$ cat src/rtl/quadrature_pkg.sv
// Shared quadrature definitions used by the encoder emulator and the decoder.
// State encodings equal the {A,B} pattern of each state.
package quadrature_pkg;

  typedef enum logic [1:0] {
    S0 = 2'b00,
    S1 = 2'b10,
    S2 = 2'b11,
    S3 = 2'b01
  } quad_state_t;

  // Forward walks S0->S1->S2->S3->S0; reverse walks the exact inverse.
  function automatic quad_state_t next_quad_state(input quad_state_t state,
                                                  input logic        direction);
    quad_state_t nxt;
    nxt = S0;
    unique case (state)
      S0:      nxt = direction ? S1 : S3;
      S1:      nxt = direction ? S2 : S0;
      S2:      nxt = direction ? S3 : S1;
      S3:      nxt = direction ? S0 : S2;
      default: nxt = S0;
    endcase
    return nxt;
  endfunction

  // Returns {A, B}.
  function automatic logic [1:0] quad_to_ab(input quad_state_t state);
    logic [1:0] ab;
    ab = 2'b00;
    unique case (state)
      S0:      ab = 2'b00;
      S1:      ab = 2'b10;
      S2:      ab = 2'b11;
      S3:      ab = 2'b01;
      default: ab = 2'b00;
    endcase
    return ab;
  endfunction

endpackage

$ cat src/rtl/quadrature_step_timer.sv
// Period counter with minimum-period clamping and step/enable arbitration.
// Emits a one-cycle advance pulse that the top level registers as an edge.
module quadrature_step_timer
  import quadrature_pkg::*;
#(
  parameter int PERIOD_WIDTH = 32,
  parameter int MIN_PERIOD   = 2
) (
  input  logic                    clk,
  input  logic                    reset,
  input  logic                    enable,
  input  logic                    step,
  input  logic [PERIOD_WIDTH-1:0] tick_period,
  output logic                    advance
);

  logic [PERIOD_WIDTH-1:0] count;
  logic [PERIOD_WIDTH-1:0] count_nxt;
  logic [PERIOD_WIDTH-1:0] eff_period;
  logic                    terminal;

  always_comb begin
    eff_period = (tick_period < PERIOD_WIDTH'(MIN_PERIOD)) ? PERIOD_WIDTH'(MIN_PERIOD)
                                                           : tick_period;
    // ">=" rather than "==" so a period lowered below the running count fires at once
    terminal   = (count >= (eff_period - PERIOD_WIDTH'(1)));
    advance    = 1'b0;
    count_nxt  = '0;
    if (!enable) begin
      advance = step;
    end else if (tick_period != '0) begin
      if (terminal) begin
        advance = 1'b1;
      end else begin
        count_nxt = count + PERIOD_WIDTH'(1);
      end
    end
  end

  always_ff @(posedge clk or negedge reset) begin
    if (!reset) begin
      count <= '0;
    end else begin
      count <= count_nxt;
    end
  end

endmodule

$ cat src/rtl/quadrature_encoder_emulator.sv
// Quadrature encoder emulator: A/B/index generation from a commanded edge
// rate and direction, with a signed position count for cross-checking.
module quadrature_encoder_emulator
  import quadrature_pkg::*;
#(
  parameter int PERIOD_WIDTH   = 32,
  parameter int COUNT_WIDTH    = 32,
  parameter int COUNTS_PER_REV = 4096,
  parameter int MIN_PERIOD     = 2
) (
  input  logic                          clk,
  input  logic                          reset,
  input  logic                          enable,
  input  logic                          direction,
  input  logic [PERIOD_WIDTH-1:0]       tick_period,
  input  logic                          step,
  output logic                          encoder_a,
  output logic                          encoder_b,
  output logic                          encoder_index,
  output logic signed [COUNT_WIDTH-1:0] position,
  output logic                          tick
);

  localparam int REV_W = (COUNTS_PER_REV > 1) ? $clog2(COUNTS_PER_REV) : 1;
  localparam logic [REV_W-1:0] REV_LAST = REV_W'(COUNTS_PER_REV - 1);

  logic                          advance;
  quad_state_t                   state_q, state_d;
  logic signed [COUNT_WIDTH-1:0] position_d;
  logic [REV_W-1:0]              rev_q, rev_d;
  logic                          index_d;

  quadrature_step_timer #(
    .PERIOD_WIDTH (PERIOD_WIDTH),
    .MIN_PERIOD   (MIN_PERIOD)
  ) u_timer (
    .clk         (clk),
    .reset       (reset),
    .enable      (enable),
    .step        (step),
    .tick_period (tick_period),
    .advance     (advance)
  );

  always_comb begin
    state_d    = state_q;
    position_d = position;
    rev_d      = rev_q;
    if (advance) begin
      state_d = next_quad_state(state_q, direction);
      if (direction) begin
        position_d = position + COUNT_WIDTH'(1);
        rev_d      = (rev_q == REV_LAST) ? '0 : rev_q + REV_W'(1);
      end else begin
        position_d = position - COUNT_WIDTH'(1);
        rev_d      = (rev_q == '0) ? REV_LAST : rev_q - REV_W'(1);
      end
    end
    index_d = (rev_d == '0);
  end

  always_ff @(posedge clk or negedge reset) begin
    if (!reset) begin
      state_q       <= S0;
      position      <= '0;
      rev_q         <= '0;
      encoder_index <= 1'b1;
      tick          <= 1'b0;
    end else begin
      state_q       <= state_d;
      position      <= position_d;
      rev_q         <= rev_d;
      encoder_index <= index_d;
      tick          <= advance;
    end
  end

  // A/B come straight from the Gray-coded state flops, so they cannot glitch.
  assign {encoder_a, encoder_b} = quad_to_ab(state_q);

endmodule

$ cat config.mk
export PLATFORM = sky130hd
export DESIGN_NAME = quadrature_encoder_emulator
export DESIGN_NICKNAME = d
export VERILOG_FILES = /design/src/rtl/quadrature_pkg.sv /design/src/rtl/quadrature_step_timer.sv /design/src/rtl/quadrature_encoder_emulator.sv
export SDC_FILE = /design/constraint.sdc
export NUM_CORES = 1
export LEC_CHECK = 0
export ABC_AREA = 0
export CORE_MARGIN = 4
export CORE_UTILIZATION = 40
export CTS_BUF_LIST = sky130_fd_sc_hd__clkbuf_8
export DETAILED_ROUTE_END_ITERATION = 16
export GPL_TIMING_DRIVEN = 1
export HOLD_SLACK_MARGIN = 0.12
export PLACE_DENSITY_LB_ADDON = 0.1
export SLEW_MARGIN = 15
export SYNTH_ARGS = -nofsm -noshare
export SYNTH_HDL_FRONTEND = slang
export SYNTH_SLANG_ARGS = --single-unit
export TNS_END_PERCENT = 10
$ cat constraint.sdc
create_clock -name clk -period 2.95 [get_ports clk]
set_input_delay 0.59 -clock clk [delete_from_list [all_inputs] [get_ports clk]]
set_output_delay 0.59 -clock clk [all_outputs]
set_load 0.03 [all_outputs]
==> results.sh, run 1 <==
export IMPL_dpl_cell_area_um2=9057
export IMPL_yosysUniqueCellTypes=75
export IMPL_grt_pass1_wl_mm=34.78
export IMPL_start_util_pct=40.91
export IMPL_drt_first_pass_iters=5
export IMPL_cts_root_buf="clkbuf_8"
export IMPL_io_pins=73
export IMPL_r2r_start="position[8]"
export IMPL_dp_cells=1256
export IMPL_gp_congestion=0.9035
export IMPL_nets=1206
export IMPL_coreArea_um2=16580
export IMPL_ff2ff_path_depth=10
export IMPL_holdWs_ps=210.4
export IMPL_ff_latch_area_um2=2003
export IMPL_yosysSeqAreaShare_pct=29.53
export IMPL_syn_area_um2=6784
export IMPL_synth_nets=922
export IMPL_antenna_found_initial=0
export IMPL_yosys_area_top_type_share_pct=29.14
export IMPL_synthFlopType="dfrtp_1"
export IMPL_rsz0062_at_grt="true"
export IMPL_final_cells=1326
export IMPL_worstSetupPathType="input pin to flip-flop"
export IMPL_synthTopCellsByCount="nor2_1, nand2_1, dfrtp_1, ha_1, a21oi_1"
export IMPL_drtAntennaViolNets=0
export IMPL_yosysTopAreaCell="dfrtp_1"
export IMPL_start_kind="input pin"
export IMPL_viasPerCell=5.373
export IMPL_synth_edf_count=0
export IMPL_grt_overflow_total=0
export IMPL_setup_worst_path_start="tick_period[1]"
export IMPL_drc_errors=0
export IMPL_fillers=1485
export IMPL_cts_hold_fix_buffers=0
export IMPL_fin_worst_skew_ps=17.35
export IMPL_die_w_um=138.2
export IMPL_slew_violations=0
export IMPL_multi_input_area_um2=4999
export IMPL_cp_end_kind="flip-flop"
export IMPL_cts_tree="done"
export IMPL_syn2layout_area_growth_pct=47.66
export IMPL_powerDensity_nw_per_um2=698.3
export IMPL_relSlewSlack_pct=59.49
export IMPL_crit_fanout=7
export IMPL_drive_gt1_share_pct=32.73
export IMPL_diodes=0
export IMPL_worstSkewPairLatency_ps=390
export IMPL_fp_dieArea_um2=19110
export IMPL_synth_cells=817
export IMPL_rows=47
export IMPL_wl_per_cell_um=15.63
export IMPL_fin_crit_ps=4739
export IMPL_violations="negative setup slack"
export IMPL_setup_ws_ps=-1789
export IMPL_status="finished with violations"
export IMPL_synth_seq_cells=80
export IMPL_cts_buffer_depth=2
export IMPL_synth_area_leaders="dfrtp_1, ha_1, xnor2_1, xor2_1, nor2_1"
export IMPL_hold_viol=0
export IMPL_ir_drop_v=0.0005235
export IMPL_synth_most_common_cell="nor2_1"
export IMPL_cap_violations=0
export IMPL_grt_usage_pct=21.46
export IMPL_syn_area_per_cell_um2=8.304
export IMPL_vias=7124
export IMPL_worst_slew_pin_slew_ps=607.6
export IMPL_htreeDepth=3
export IMPL_tritoncts_num_sinks=80
export IMPL_numCtsBuffers=9
export IMPL_async_flop_share_pct=100.0
export IMPL_leakage_nw=4.570
export IMPL_min_period_over_period_pct=160.7
export IMPL_required_ps=3230
export IMPL_crit_arrival_ps=5020
export IMPL_grt_max_degree=45
export IMPL_fp_dieH_um=138.2
export IMPL_wl_mm=20.73
export IMPL_fmax_mhz=211.0
export IMPL_r2r_slack_ps=-140
export IMPL_grt_pass1_vias=7471
export IMPL_hold_path_class="input pin to asynchronous set/reset pin"
export IMPL_r2r_end="position[31]"
export IMPL_initialDrtViolationCount=441
export IMPL_setup_viol=80
export IMPL_finalInstanceArea_um2=10020
export IMPL_ys_warn_count=0
export IMPL_clk_pin_slew_ps=90
export IMPL_dp_hpwl_mm=14.71
export IMPL_numPortBuffers=72
==> kinds of logic (layout without fill, tap and decap cells) <==
group / count (synthesis) / in the layout / synth area share, %
flip-flops: 80 / 80 / 29.53
buffers and inverters: 54 / 342 / 3.357
adder cells (fa/ha/maj): 68 / 68 / 12.65
AO/OA/AOI/OAI: 194 / 194 / 18.39
AND/OR/NAND/NOR: 325 / 326 / 23.63
XOR/XNOR: 94 / 94 / 12.14
multiplexers: 2 / 2 / 0.3135
==> critical path, cell delays in order <==
cell       delay [ps]
buf_8             100
nor4_4            340
nand4_1           200
nor3_2            140
nand2_1           110
nand2_2           130
ha_4              130
nor4b_4           200
nand2_1           120
nor2_2            160
nand2_2            90
or3_4             350
nor4_4            150
xnor2_1           100
ha_1              300
nand4_1           110
nor3_2            250
nor3b_2           230
nand2_1           120
a2111oi_4         250
o21ba_4           240
nor2_4             80
buf_4             140
buf_6             130
o41ai_2           270
==> worst max path at each step <==
| stage | slack, ps | cells past startpoint | to |
|---|---|---|---|
| 3_5_place_dp | -2790 | 24 | position[19] |
| 3_3_place_gp | -2630 | 24 | position[15] |
| 2_1_floorplan | -1910 | 25 | position[19] |
| 6_report | -1790 | 25 | position[26] |
| 4_1_cts | -1720 | 25 | encoder_index |
| 5_1_grt | -2000 | 26 | position[30] |
==> cell usage in the layout, fill, tap and decap left out, drive strengths merged, types with 3 or more instances in the layout <==
| master | instances |
|---|---|
| o21ai | 44 |
| clkdlybuf4s50 | 39 |
| nand2 | 87 |
| or3 | 11 |
| nand3 | 29 |
| a21oi | 64 |
| o21bai | 9 |
| nor3 | 29 |
| o211ai | 4 |
| dlygate4sd2 | 4 |
| a21o | 16 |
| ha | 67 |
| and2 | 3 |
| a211oi | 6 |
| dfrtp | 79 |
| xnor2 | 52 |
| nand2b | 7 |
| nor4b | 3 |
| inv | 27 |
| nor4 | 18 |
| o21a | 6 |
| a31oi | 9 |
| nor2 | 92 |
| a211o | 3 |
| nor2b | 6 |
| xor2 | 42 |
| and3 | 10 |
| buf | 245 |
| and4 | 6 |
| clkbuf | 22 |
| nand4 | 12 |
| o31ai | 7 |
| or4 | 6 |
==> power breakdown <==
group / switching, mW / internal [mW] / leakage, nW / total, mW
sequential: 0.346 / 1.37 / 1.01 / 1.71
clock: 0.457 / 0.339 / 0.0899 / 0.796
combinational: 2.27 / 2.22 / 3.47 / 4.49
total: 3.07 / 3.92 / 4.57 / 6.99
==> layer usage <==
layer | vias to the layer above | part of all wire (%) | global-route usage [%]
met5 | - | 0 | 0
met4 | 0 | 2.9 | 8.892
li1 | 3522 | - | -
met2 | 176 | 50 | 37.20
met3 | 56 | 3.8 | 3.660
met1 | 3370 | 44 | 26.44
==> stage by stage <==
stage                     worst slack (ps)  TNS [ps]  util [%]  power, mW
final                                -1789   -131420     60.40      6.995
after global routing                 -2004   -148380     60.40      7.552
after CTS                            -1724   -125510     59.36      6.916
after detailed placement             -2790   -207360     54.62      5.960
after global placement               -2625   -198810     54.62      5.889
after floorplan                      -1907   -146570         -      4.104
==> layout make-up <==
| cell class | count | share of cell area, % |
|---|---|---|
| multi-input combinational | 684 | 49.90 |
| clock inverter | 6 | 0.4996 |
| tap | 220 | 2.748 |
| timing repair buffer | 301 | 24.49 |
| sequential | 80 | 20.00 |
| clock buffer | 10 | 1.374 |
| inverter | 25 | 0.9868 |
==> flip-flops by register name (all words and copies together) (netlist names) <==
| name | count |
|---|---|
| rev_q | 12 |
| tick | 1 |
| u_timer.count | 32 |
| encoder_index | 1 |
| position | 32 |
| state_q | 2 |
==> timing repair <==
item | 4_1_cts | 5_1_grt
pin swaps | 48 | 25
hold endpoints to repair | 0 | 0
gates resized for setup | 156 | 66
buffers inserted | 46 | 6
gates cloned | 3 | 1
setup endpoints to repair | 80 | 80
(Power assumes the default switching activity.)
==> inputs of run 2 (changes only) <==
- CTS_CLUSTER_DIAMETER: unset -> 200
- HOLD_SLACK_MARGIN: 0.12 -> 0.03
==> results of run 2 <==
The final DEF is identical to that of run 1; final timing and power are the same.
==> inputs of run 3 (changes only) <==
- CORE_MARGIN: 4 -> 3
- SKIP_LAST_GASP: unset -> 1
==> run 3 against run 2 <==
The run still ends with negative setup slack left. Via count decreased by 2.7%. Sequential share of layout area rose by 0.45 points. Power decreased by 0.35%. Hold slack better by 0.96 ps. Die area decreased by 2.9%. Clock skew is 4.7 ps lower. Register-to-register slack gained 30 ps. Non-clock buffer count is 26 lower. Utilization is essentially flat. Sequential cell count did not move. Combinational power barely moved.
==> results.sh, run 3 (same netlist as run 1, synthesis figures left out) <==
export IMPL_status="finished with violations"
export IMPL_violations="negative setup slack"
export IMPL_r2r_end="position[31]"
export IMPL_dpl_cell_area_um2=9070
export IMPL_rows=46
export IMPL_swShare_pct=43.46
export IMPL_tritoncts_num_sinks=80
export IMPL_ir_drop_v=0.0006239
export IMPL_worstSkewPairLatency_ps=380
export IMPL_dp_hpwl_mm=14.44
export IMPL_hold_path_class="input pin to asynchronous set/reset pin"
export IMPL_reg_top3="position: 32 flops, u_timer.count: 32 flops, rev_q: 12 flops"
export IMPL_syn2layout_area_growth_pct=44.43
export IMPL_final_cells=1295
export IMPL_ff2ff_path_depth=10
export IMPL_power_total_mw=6.970
export IMPL_cp_end_kind="flip-flop"
export IMPL_cap_violations=0
export IMPL_crit_fanout=8
export IMPL_place_ws_ps=-2729
export IMPL_switchingPower_mw=3.029
export IMPL_min_period_over_period_pct=162.9
export IMPL_final_cell_mix="buf_4, nor2_1, nand2_1"
export IMPL_r2r_start="position[8]"
export IMPL_mostFrequentLayoutCell="buf_4"
export IMPL_htreeDepth=3
export IMPL_crit_arrival_ps=5080
export IMPL_fp_dieArea_um2=18560
export IMPL_worst_slew_pin_slew_ps=615.9
export IMPL_fmax_mhz=208.0
export IMPL_power_frac_clock_pct=12.0
export IMPL_start_kind="input pin"
export IMPL_vias=6932
export IMPL_die_w_um=136.2
export IMPL_nets=1179
export IMPL_diodes=0
export IMPL_setup_ws_ps=-1857
export IMPL_drc_errors=0
export IMPL_drt_first_pass_iters=5
export IMPL_leakage_nw=4.461
export IMPL_cts_tree="done"
export IMPL_fp_dieH_um=136.2
export IMPL_rsz0062_at_grt="true"
export IMPL_fin_worst_skew_ps=12.61
export IMPL_r2r_slack_ps=-110
export IMPL_grt_pass1_wl_mm=32.89
export IMPL_hold_viol=0
export IMPL_numPortBuffers=72
export IMPL_drive_gt1_share_pct=27.80
export IMPL_grt_overflow_total=0
export IMPL_grt_usage_pct=21.55
export IMPL_finalInstanceArea_um2=9798
export IMPL_setup_viol=80
export IMPL_wl_per_cell_um=15.33
export IMPL_fillers=1438
export IMPL_cts_root_buf="clkbuf_8"
export IMPL_powerDensity_nw_per_um2=711.4
export IMPL_gp_congestion=0.9101
export IMPL_combPwrFrac_pct=64.1
export IMPL_dp_cells=1246
export IMPL_clk_pin_slew_ps=90
export IMPL_wl_mm=19.85
export IMPL_worstSetupPathType="input pin to flip-flop"
export IMPL_intPower_mw=3.941
export IMPL_relSlewSlack_pct=58.94
export IMPL_start_util_pct=41.80
export IMPL_numCtsBuffers=9
export IMPL_fin_crit_ps=4807
export IMPL_grt_max_degree=46
export IMPL_antenna_found_initial=0
export IMPL_final_util_pct=60.37
export IMPL_slew_violations=0
export IMPL_seq_power_share_pct=23.9
export IMPL_cts_hold_fix_buffers=0
export IMPL_initialDrtViolationCount=349
export IMPL_grt_pass1_vias=7028
export IMPL_drtAntennaViolNets=0
export IMPL_cts_buffer_depth=2
export IMPL_io_pins=73
export IMPL_required_ps=3220
export IMPL_viasPerCell=5.353
export IMPL_coreArea_um2=16230
==> run 3: cell types whose count changed in the layout (fill, tap and decap cells not counted), moves of 4 or more <==
cell,previous run,this run
buf_12,3,7
buf_4,211,190
buf_6,15,7
clkdlybuf4s15_1,0,7
o21ai_0,25,37
nand2_1,76,82
o21ai_1,16,6
nand2_2,10,5
clkbuf_2,11,1
nor2_4,6,1
nor2_2,11,2
nor2_1,75,88
==> run 3: power by group through the flow <==
| stage | clock, mW | sequential, mW | combinational [mW] |
|---|---|---|---|
| detailed placement | 0 | 1.68 | 4.31 |
| global placement | 0 | 1.67 | 4.22 |
| CTS | 0.862 | 1.66 | 4.38 |
| floorplan | 0 | 2.02 | 2.08 |
| global route | 0.910 | 1.71 | 4.89 |
| finish | 0.833 | 1.67 | 4.47 |
==> run 3: critical path, cell delays in order <==
cell	delay, ps
buf_8	100
nor4_4	320
nand4_1	180
nor3_2	170
nand2_1	100
nand2_2	110
ha_4	140
nor4b_4	200
nand2_1	130
buf_4	140
buf_4	120
buf_4	120
buf_6	100
or4_4	420
xor2_2	200
ha_2	180
a21o_1	150
a21o_1	170
a21o_1	170
a211o_1	330
o21ba_4	230
nor2_4	190
buf_12	170
buf_12	120
nor2_1	40
a22o_1	170
==> run 3: metrics by stage <==
stage | TNS (ps) | hold slack [ps]
after floorplan | -146570 | 294.4
after global placement | -196960 | 493.9
after detailed placement | -205420 | 495.4
after CTS | -139890 | 229.1
after global routing | -162310 | 245.0
final | -142630 | 211.3
==> run 3: final cells by class <==
class / count / area (µm²) / area share (%)
Multi-Input combinational cell: 683 / 4918 / 50.20
Clock buffer: 9 / 123.9 / 1.264
Clock inverter: 7 / 73.82 / 0.7534
Tap cell: 216 / 270.3 / 2.758
Inverter: 25 / 93.84 / 0.9577
Timing Repair Buffer: 275 / 2315 / 23.62
Sequential cell: 80 / 2003 / 20.44
==> run 3: how the worst max path moves through the flow <==
stage                         start            end  slack [ps]  cells after the start
floorplan           tick_period[19]   position[19]       -1910                     25
global placement     tick_period[4]   position[30]       -2570                     25
detailed placement   tick_period[4]   position[30]       -2730                     25
CTS                  tick_period[1]  encoder_index       -1870                     25
global route         tick_period[2]  encoder_index       -2220                     27
finish               tick_period[2]   position[15]       -1860                     26
==> run 3: repair_timing <==
| action | 4_1_cts | 5_1_grt |
|---|---|---|
| gates cloned | 1 | 0 |
| pin swaps | 35 | 39 |
| setup endpoints to repair | 80 | 80 |
| setup buffers | 22 | 12 |
| gates resized for setup | 116 | 45 |
==> run 3: per-layer routing <==
metal | vias to the layer above | wire, µm | part of all wire (%) | GRT usage [%]
met3 | 30 | 731 | 3.7 | 3.257
met2 | 139 | 9727 | 49 | 37.62
met1 | 3287 | 9057 | 46 | 27.64
met5 | - | 0 | 0 | 0
met4 | 0 | 332 | 1.7 | 6.159
li1 | 3476 | - | - | -
